[src/rtl/tnn_acc_pkg.sv]
// rtl/tnn_acc_pkg.sv - shared FSM encoding and saturation bound helpers for the requant datapath
package tnn_acc_pkg;

    typedef enum logic [2:0] {
        IDLE  = 3'd0,
        LOAD  = 3'd1,
        RUN   = 3'd2,
        DRAIN = 3'd3,
        DONE  = 3'd4
    } fsm_t;

    localparam int SAT_W = 128;
    typedef logic signed [SAT_W-1:0] sat_t;

    function automatic sat_t sat_hi(input int w);
        return (sat_t'(1) <<< (w - 1)) - sat_t'(1);
    endfunction

    function automatic sat_t sat_lo(input int w);
        return -(sat_t'(1) <<< (w - 1));
    endfunction

endpackage

[src/rtl/scale_requant_if.sv]
// rtl/scale_requant_if.sv - accumulator input stream and requantized output stream bundle
interface scale_requant_if #(
    parameter int FEATURE_WIDTH = 32,
    parameter int OUT_WIDTH     = 8
);
    logic                            acc_valid;
    logic                            acc_ready;
    logic signed [FEATURE_WIDTH-1:0] acc_data;
    logic                            acc_last;
    logic                            out_valid;
    logic                            out_ready;
    logic signed [OUT_WIDTH-1:0]     out_data;
    logic                            out_last;

    modport master (
        output acc_valid, acc_data, acc_last, out_ready,
        input  acc_ready, out_valid, out_data, out_last
    );

    modport slave (
        input  acc_valid, acc_data, acc_last, out_ready,
        output acc_ready, out_valid, out_data, out_last
    );
endinterface

[src/rtl/requant_sat.sv]
// rtl/requant_sat.sv - combinational shift/round/saturate of a fixed-point product
// SCALE_ROUND_EN: round half up before the shift; otherwise truncate toward -inf.
module requant_sat
    import tnn_acc_pkg::*;
#(
    parameter int IN_WIDTH  = 64,
    parameter int OUT_WIDTH = 8,
    parameter int FRAC_BITS = 16
) (
    input  logic signed [IN_WIDTH-1:0]  prod_i,
    output logic signed [OUT_WIDTH-1:0] res_o,
    output logic                        sat_o
);
    // One guard bit so the rounding add cannot wrap the largest product.
    localparam int EXT_W = IN_WIDTH + 1;

    logic signed [EXT_W-1:0] ext;
    logic signed [EXT_W-1:0] shifted;
    sat_t                    wide;

`ifdef SCALE_ROUND_EN
    localparam logic signed [EXT_W-1:0] HALF = EXT_W'(1) <<< (FRAC_BITS - 1);
    assign ext = $signed({prod_i[IN_WIDTH-1], prod_i}) + HALF;
`else
    assign ext = $signed({prod_i[IN_WIDTH-1], prod_i});
`endif

    assign shifted = ext >>> FRAC_BITS;
    assign wide    = sat_t'(shifted);

    always_comb begin
        res_o = shifted[OUT_WIDTH-1:0];
        sat_o = 1'b0;
        if (wide > sat_hi(OUT_WIDTH)) begin
            res_o = {1'b0, {(OUT_WIDTH-1){1'b1}}};
            sat_o = 1'b1;
        end else if (wide < sat_lo(OUT_WIDTH)) begin
            res_o = {1'b1, {(OUT_WIDTH-1){1'b0}}};
            sat_o = 1'b1;
        end
    end
endmodule

[src/rtl/scale_requant.sv]
// rtl/scale_requant.sv - layer FSM plus two-stage multiply/requantize pipeline
// SCALE_ROUND_EN (in requant_sat) selects round-half-up instead of truncation.
module scale_requant
    import tnn_acc_pkg::*;
#(
    parameter int FEATURE_WIDTH = 32,
    parameter int OUT_WIDTH     = 8,
    parameter int FRAC_BITS     = 16,
    parameter int SCALER_LAT    = 3
) (
    input  logic                            clk,
    input  logic                            rst_n,
    input  logic                            state,
    input  logic signed [FEATURE_WIDTH-1:0] scaler_in,
    scale_requant_if.slave                  bus,
    output logic                            done,
    output logic                            sat_flag
);
    localparam int PROD_W = 2 * FEATURE_WIDTH;
    localparam int CNT_W  = $clog2(SCALER_LAT + 2);

    fsm_t                            fsm_q, fsm_d;
    logic [CNT_W-1:0]                cnt_q, cnt_d;
    logic signed [FEATURE_WIDTH-1:0] scale_q, scale_d;
    logic                            s1_valid_q, s1_valid_d;
    logic                            s1_last_q, s1_last_d;
    logic signed [PROD_W-1:0]        s1_prod_q, s1_prod_d;
    logic                            out_valid_q, out_valid_d;
    logic                            out_last_q, out_last_d;
    logic signed [OUT_WIDTH-1:0]     out_data_q, out_data_d;
    logic                            sat_flag_q, sat_flag_d;

    logic                            s2_adv, s1_adv, acc_ready_w, acc_fire, out_fire, done_w;
    logic signed [OUT_WIDTH-1:0]     rq_data;
    logic                            rq_sat;

    requant_sat #(
        .IN_WIDTH (PROD_W),
        .OUT_WIDTH(OUT_WIDTH),
        .FRAC_BITS(FRAC_BITS)
    ) u_requant_sat (
        .prod_i(s1_prod_q),
        .res_o (rq_data),
        .sat_o (rq_sat)
    );

    assign s2_adv      = !out_valid_q || bus.out_ready;
    assign s1_adv      = !s1_valid_q || s2_adv;
    assign acc_ready_w = state && (fsm_q == RUN) && s1_adv;
    assign acc_fire    = bus.acc_valid && acc_ready_w;
    assign out_fire    = out_valid_q && bus.out_ready;

    always_comb begin
        fsm_d       = fsm_q;
        cnt_d       = cnt_q;
        scale_d     = scale_q;
        s1_valid_d  = s1_valid_q;
        s1_last_d   = s1_last_q;
        s1_prod_d   = s1_prod_q;
        out_valid_d = out_valid_q;
        out_last_d  = out_last_q;
        out_data_d  = out_data_q;
        sat_flag_d  = sat_flag_q;
        done_w      = 1'b0;

        if (s2_adv) begin
            out_valid_d = s1_valid_q;
            if (s1_valid_q) begin
                out_data_d = rq_data;
                out_last_d = s1_last_q;
                if (rq_sat) begin
                    sat_flag_d = 1'b1;
                end
            end
        end
        if (s1_adv) begin
            s1_valid_d = acc_fire;
            if (acc_fire) begin
                s1_prod_d = PROD_W'(bus.acc_data) * PROD_W'(scale_q);
                s1_last_d = bus.acc_last;
            end
        end

        case (fsm_q)
            IDLE: begin
                if (state) begin
                    fsm_d      = LOAD;
                    cnt_d      = '0;
                    sat_flag_d = 1'b0;
                end
            end
            LOAD: begin
                // scaler_in is only trustworthy on the final count.
                if (cnt_q == CNT_W'(SCALER_LAT)) begin
                    scale_d = scaler_in;
                    fsm_d   = RUN;
                end else begin
                    cnt_d = cnt_q + CNT_W'(1);
                end
            end
            RUN: begin
                if (acc_fire && bus.acc_last) begin
                    fsm_d = DRAIN;
                end
            end
            DRAIN: begin
                if (out_fire && out_last_q) begin
                    fsm_d  = DONE;
                    done_w = 1'b1;
                end
            end
            DONE:    ;
            default: fsm_d = IDLE;
        endcase

        // Layer abort: everything in flight belongs to the dead layer.
        if (!state && (fsm_q != IDLE)) begin
            fsm_d       = IDLE;
            s1_valid_d  = 1'b0;
            out_valid_d = 1'b0;
            out_last_d  = 1'b0;
            out_data_d  = '0;
            sat_flag_d  = 1'b0;
            done_w      = 1'b0;
        end
    end

    always_ff @(posedge clk or negedge rst_n) begin
        if (!rst_n) begin
            fsm_q       <= IDLE;
            cnt_q       <= '0;
            scale_q     <= '0;
            s1_valid_q  <= 1'b0;
            s1_last_q   <= 1'b0;
            s1_prod_q   <= '0;
            out_valid_q <= 1'b0;
            out_last_q  <= 1'b0;
            out_data_q  <= '0;
            sat_flag_q  <= 1'b0;
        end else begin
            fsm_q       <= fsm_d;
            cnt_q       <= cnt_d;
            scale_q     <= scale_d;
            s1_valid_q  <= s1_valid_d;
            s1_last_q   <= s1_last_d;
            s1_prod_q   <= s1_prod_d;
            out_valid_q <= out_valid_d;
            out_last_q  <= out_last_d;
            out_data_q  <= out_data_d;
            sat_flag_q  <= sat_flag_d;
        end
    end

    assign bus.acc_ready = acc_ready_w;
    assign bus.out_valid = out_valid_q;
    assign bus.out_data  = out_data_q;
    assign bus.out_last  = out_last_q;
    assign done          = done_w;
    assign sat_flag      = sat_flag_q;
endmodule

[src/flat_wrapper.sv]
// flat-port wrapper written by rule: the top's interface ports become plain ports
module scale_requant_flat import tnn_acc_pkg::*;
#(
    parameter int FEATURE_WIDTH = 32,
    parameter int OUT_WIDTH     = 8,
    parameter int FRAC_BITS     = 16,
    parameter int SCALER_LAT    = 3
)
  (clk, rst_n, state, scaler_in, done, sat_flag, bus_acc_valid, bus_acc_data, bus_acc_last, bus_out_ready, bus_acc_ready, bus_out_valid, bus_out_data, bus_out_last);
  scale_requant_if #(.FEATURE_WIDTH(FEATURE_WIDTH), .OUT_WIDTH(OUT_WIDTH)) bus_i ();
  input  logic clk;
  input  logic rst_n;
  input  logic state;
  input  logic signed [FEATURE_WIDTH-1:0] scaler_in;
  output logic done;
  output logic sat_flag;
  input wire logic [$bits(bus_i.acc_valid)-1:0] bus_acc_valid;
  input wire logic [$bits(bus_i.acc_data)-1:0] bus_acc_data;
  input wire logic [$bits(bus_i.acc_last)-1:0] bus_acc_last;
  input wire logic [$bits(bus_i.out_ready)-1:0] bus_out_ready;
  output wire logic [$bits(bus_i.acc_ready)-1:0] bus_acc_ready;
  output wire logic [$bits(bus_i.out_valid)-1:0] bus_out_valid;
  output wire logic [$bits(bus_i.out_data)-1:0] bus_out_data;
  output wire logic [$bits(bus_i.out_last)-1:0] bus_out_last;
  assign bus_i.acc_valid = bus_acc_valid;
  assign bus_i.acc_data = bus_acc_data;
  assign bus_i.acc_last = bus_acc_last;
  assign bus_i.out_ready = bus_out_ready;
  assign bus_acc_ready = bus_i.acc_ready;
  assign bus_out_valid = bus_i.out_valid;
  assign bus_out_data = bus_i.out_data;
  assign bus_out_last = bus_i.out_last;
  scale_requant #(.FEATURE_WIDTH(FEATURE_WIDTH), .OUT_WIDTH(OUT_WIDTH), .FRAC_BITS(FRAC_BITS), .SCALER_LAT(SCALER_LAT)) u_core (.clk(clk), .rst_n(rst_n), .state(state), .scaler_in(scaler_in), .bus(bus_i), .done(done), .sat_flag(sat_flag));
endmodule
[config.mk]
export PLATFORM = sky130hd
export DESIGN_NAME = scale_requant_flat
export DESIGN_NICKNAME = d
export VERILOG_FILES = /design/src/rtl/tnn_acc_pkg.sv /design/src/rtl/scale_requant_if.sv /design/src/rtl/requant_sat.sv /design/src/rtl/scale_requant.sv /design/src/flat_wrapper.sv
export SDC_FILE = /design/constraint.sdc
export NUM_CORES = 2
export LEC_CHECK = 0
export ABC_AREA = 1
export BUFFER_PORTS_ARGS = -buffer_cell sky130_fd_sc_hd__buf_2
export CORE_ASPECT_RATIO = 0.6
export CORE_MARGIN = 4
export CORE_UTILIZATION = 35
export DETAILED_ROUTE_END_ITERATION = 10
export PLACE_DENSITY = 0.59
export SYNTH_ARGS = -nofsm -noshare
export SYNTH_HDL_FRONTEND = slang
export SYNTH_SLANG_ARGS = --single-unit
export TNS_END_PERCENT = 10
[constraint.sdc]
create_clock -name clk -period 6.8 [get_ports clk]
set_clock_uncertainty 0.2 [all_clocks]
set_input_delay 1.7 -clock clk [delete_from_list [all_inputs] [get_ports clk]]
set_output_delay 1.7 -clock clk [all_outputs]
set_load 0.005 [all_outputs]
# Word-level counts from Yosys, hierarchy flattened
# Index checks and enable logic that the tools add are counted.
# op_classes
addsub,1
mul,1
n_lt_le_gt_ge,2
eq_ne,12
n_mux,32
n_reduce_logical,23
# op_table
operator,count
$mul A32 B32 Y64,1
$gt A48 B8 Y1 const B,1
$lt A48 B8 Y1 const B,1
$mux W8,5
$mux W3,7
$mux W1,18
$pmux W3 S5,1
$eq A3 B2 Y1 const B,3
$reduce_bool A2 Y1,4
$logic_and A1 B1 Y1,7
$ne A3 B1 Y1 const B,2
$pmux W3 S2,1
$reduce_and A2 Y1,3
$reduce_and A5 Y1,1
$ne A2 B2 Y1 const B,2
$add A3 B1 Y3 const B,1
$eq A3 B1 Y1 const B,1
$eq A3 B3 Y1 const B,1
$logic_not A1 Y1,3
$logic_not A3 Y1,1
$ne A3 B2 Y1 const B,1
$ne A3 B3 Y1 const B,1
$reduce_and A3 Y1,1
$reduce_bool A3 Y1,1
2 further kinds,3
# totals
regBits,115
output_inout_bits,13
wordCells,81

# Longest topological paths before layout
# depth
depth_word,9
ltp_mapped,34
mapped_depth_nobuf,32

# Cells and area by module
# A second synthesis with hierarchy kept.
# hier_totals
cells_unflattened,5577
area_unflattened_um2,43591.8
# modules_own_cells
mod,n_inst,cells_per_inst,area_each_um2
scale_requant,1,5470,43167.7
requant_sat,1,107,424.2

# Least setup slack after synthesis
# No wires, ideal clock.
# synth_timing
path_type,in2reg
startpoint,input port bus_acc_data[31]
endpoint,register u_core.s1_prod_q[63]
setup_ns,0.117
arrival_ns,8.395
required_ns,6.483
path_slack_ns,-1.912
stages,29
path_cell_list,clkbuf_1 nand2_1 inv_1 fa_1 inv_1 fa_1 inv_1 fa_1 fa_1 inv_1 fa_1 inv_1 fa_1 inv_1 fa_1 inv_1 fa_1 ha_1 nand2_1 nor2_1 inv_1 nor2_1 inv_1 nor4_1 nand2_1 nand2_1 nand2_1 nand3_1 nand2_1
# synth_via
elab_chain_cells,1
# synth_rtl
element,line,rtl
start: declaration,flat_wrapper.sv:18,input wire logic [$bits(bus_i.acc_data)-1:0] bus_acc_data;
$mul A32 B32 Y64,scale_requant.sv:79,s1_prod_d = PROD_W'(bus.acc_data) * PROD_W'(scale_q);
end signal: assignment,scale_requant.sv:146,s1_prod_q <= s1_prod_d;
end: declaration,scale_requant.sv:27,"logic signed [PROD_W-1:0] s1_prod_q, s1_prod_d;"
# Every way passes these cells.
# A chain may end at the register's enable or synchronous reset.

# Worst setup path after layout
# layout_timing
startpoint,input port bus_acc_data[9]
endpoint,register u_core.s1_prod_q[34]
# The elaborated chain is that of the path after synthesis.

==> reports/results.ini <==
[status]
outcome=finished, violations left
violations=negative setup slack

[floorplan]
fp.dieW_um=456
die_y_um=277
dieArea_mm2=0.126
rows=98
io_pins=83
initial_core_util=0.353
core_area_mm2=0.119

[run]
max_cap_violations=0

[clocking]
cts_buffers=9
cts_tree=yes
cts.sinks=99
worstSkewPairLatency_ns=0.45
cts_hold_buffers=0
cts_root_buf=clkbuf_16
htree_num_levels=3
clk_pin_slew_worst_paths_ns=0.09
clockBufferDepth=2

[timing]
max_freq_mhz=124
fin_ws_ns=-1.24
finalHoldViolCount=0
drv_slew=0
period_needed_ns=8.04
slew_headroom=0.262
rsz0062_at_grt=yes
setup_violations=48
hold_slack_ns=0.281
worst_pin_slew_ns=1.11
post-route-period-util=1.18

[global_route]
first_global_vias=35800
grt_overflow_total=0
grtUsageTotal=0.215
grt_start_max_net_pins=56
antenna_found_initial=2
grt_pass1_wl_um=210000

[setup_path]
worst_ep_arrival_time_ns=8.18
endpoint_kind=flip-flop
startpoint_type=input port
max_stage_delay_ns=0.63
slowest_stage=fa_2
path_max_fanout=7
path_class=in2reg
required_ns=6.94

[detailed_routing]
first_pass_iters=6
drc=0
viasPerCell=4.68
via_count=34300
drt_wl_total_um=132000
initialDrtViolationCount=2665
wl_per_cell_um=18.0
ant_nets=0

[synthesis]
synth.area.mux_share=0.00827
synth_xor_area_frac=0.00519
ys_seq_elements=99
synth_compound_area_frac=0.0249
synth_cell_type_count=42
synthAdderAreaFrac=0.567
synth_top_family_by_area=adder cells
syn_area_per_cell_um2=7.96
synth.cell_area_mm2=0.0422
ys_warn_count=0
yosysSeqAreaShare=0.0587
syn_nets=6632
syn_inst=5299
synth_simple_gate_area_frac=0.168

[cells_and_area]
layout-drive-gt1-share=0.187
final_net_count=7055
diodes=0
area.growth.synth_to_final_pct=20.9

[min_path]
worstHoldPathType=reg2reg

[placement]
hpwl_um=115000
port_buffers=82
place_ws_ns=-2.13
gp_congestion=0.952

-- flip-flops by register name, summed over array words and instances (netlist names) --
signal and count:
u_core.s1_prod_q 48, u_core.scale_q 32, u_core.bus.out_data 8, u_core.cnt_q 3
u_core.fsm_q 3, u_core.bus.out_last 1, u_core.bus.out_valid 1, u_core.s1_last_q 1
u_core.s1_valid_q 1, u_core.sat_flag 1
-- worst max-delay path: cells and delay by family --
kind,cells,cell delay (ns)
AO/OA/AOI/OAI,2,0.33
AND/OR/NAND/NOR,7,0.86
adder cells (fa/ha/maj),9,4.63
buffers and inverters,7,0.63
-- synthesized netlist by cell type --
master	count	area, um^2
fa_1	1081	21600
nand3_1	99	495
a21oi_1	90	450
a22oi_2	1	12.5
dfrtp_1	99	2480
mux2_2	31	349
o31ai_1	1	7.51
inv_1	1648	6190
clkbuf_1	225	845
nand3_2	1	10.0
buf_2	7	35.0
nor4_1	15	93.8
nor3_1	12	60.1
a21oi_2	1	8.76
nor2_2	6	37.5
o21ai_2	1	8.76
o21a_1	4	30.0
o21ai_0	62	310
a21boi_0	2	15.0
nand2_2	5	31.3
ha_1	182	2280
a21o_1	6	45.0
nand2_1	1437	5390
nor2_1	172	646
or2_0	2	12.5
o21ai_1	18	90.1
xnor2_1	19	166
xor2_1	6	52.6
nand4_1	25	156
or2_2	9	56.3
or2_1	2	12.5
a31oi_1	1	6.26
and3_1	1	6.26
buf_1	1	3.75
nand3b_1	5	37.5
nand2b_1	1	6.26
a22o_1	1	8.76
inv_2	9	33.8
nor4_2	1	12.5
o22ai_1	2	12.5
nor3_2	2	20.0
o21bai_1	6	45.0
-- through the flow --
stage | setup TNS [ns] | instance area [um^2] | utilization | cells
after floorplan | -53.36 | 42400 | - | 5299
after global placement | -90.42 | 48800 | 0.409 | 7293
after detailed placement | -91.47 | 48800 | 0.409 | 7293
after CTS | -52.08 | 50300 | 0.421 | 7318
after global routing | -63.71 | 51000 | 0.427 | 7327
final | -53.57 | 51000 | 0.427 | 7327
-- logic make-up after synthesis --
group                    after synthesis
buffers and inverters               1890
AND/OR/NAND/NOR                     1795
adder cells (fa/ha/maj)             1263
AO/OA/AOI/OAI                        196
flip-flops                            99
multiplexers                          31
XOR/XNOR                              25
-- final timing paths --
kind | start | slack, ns | cells after the start | endpoint
setup / recovery | bus_acc_data[9] | -1.24 | 25 | u_core.s1_prod_q[34]
hold / removal | u_core.bus.out_data[3] | 0.28 | 2 | u_core.bus.out_data[3]
setup reg to reg | u_core.scale_q[8] | -0.41 | 29 | u_core.s1_prod_q[34]
hold reg to reg | u_core.bus.out_data[3] | 0.28 | 2 | u_core.bus.out_data[3]
max in group asynchronous | rst_n | 4.27 | 2 | u_core.scale_q[13]
min in group asynchronous | rst_n | 1.04 | 1 | u_core.scale_q[4]
-- area by class of cell --
| class | count | area [um^2] |
|---|---|---|
| fillers | 11900 | 68400 |
| multi-input cells | 3310 | 34200 |
| inverters | 1657 | 6220 |
| repair buffers | 645 | 5750 |
| flip-flops and latches | 99 | 2480 |
| well taps | 1600 | 2000 |
| clock buffers | 9 | 225 |
| clock inverters | 7 | 108 |
-- cell usage in the layout, fill, tap and decap left out, drive strengths merged, types with 13 or more instances in the layout --
master / instances
a21oi: 91
buf: 640
dfrtp: 99
fa: 1081
ha: 182
inv: 1658
mux2: 31
nand2: 1442
nand3: 100
nand4: 25
nor2: 178
nor3: 14
nor4: 16
o21ai: 81
or2: 13
xnor2: 19
-- per-layer routing --
metal  share of wire  track usage
met5               0            0
met4           0.014       0.0298
met3            0.11       0.0547
met2            0.39        0.293
met1            0.49        0.345
-- timing repair --
action,4_1_cts,5_1_grt
cloned,2,3
pin swaps,74,96
gates resized for setup,293,186
setup buffers,7,6
setup endpoints to repair,48,48
hold endpoints to repair,0,0
Power is not shown: default switching activity piles up to over one toggle a cycle in this logic, so the estimate is an artifact.
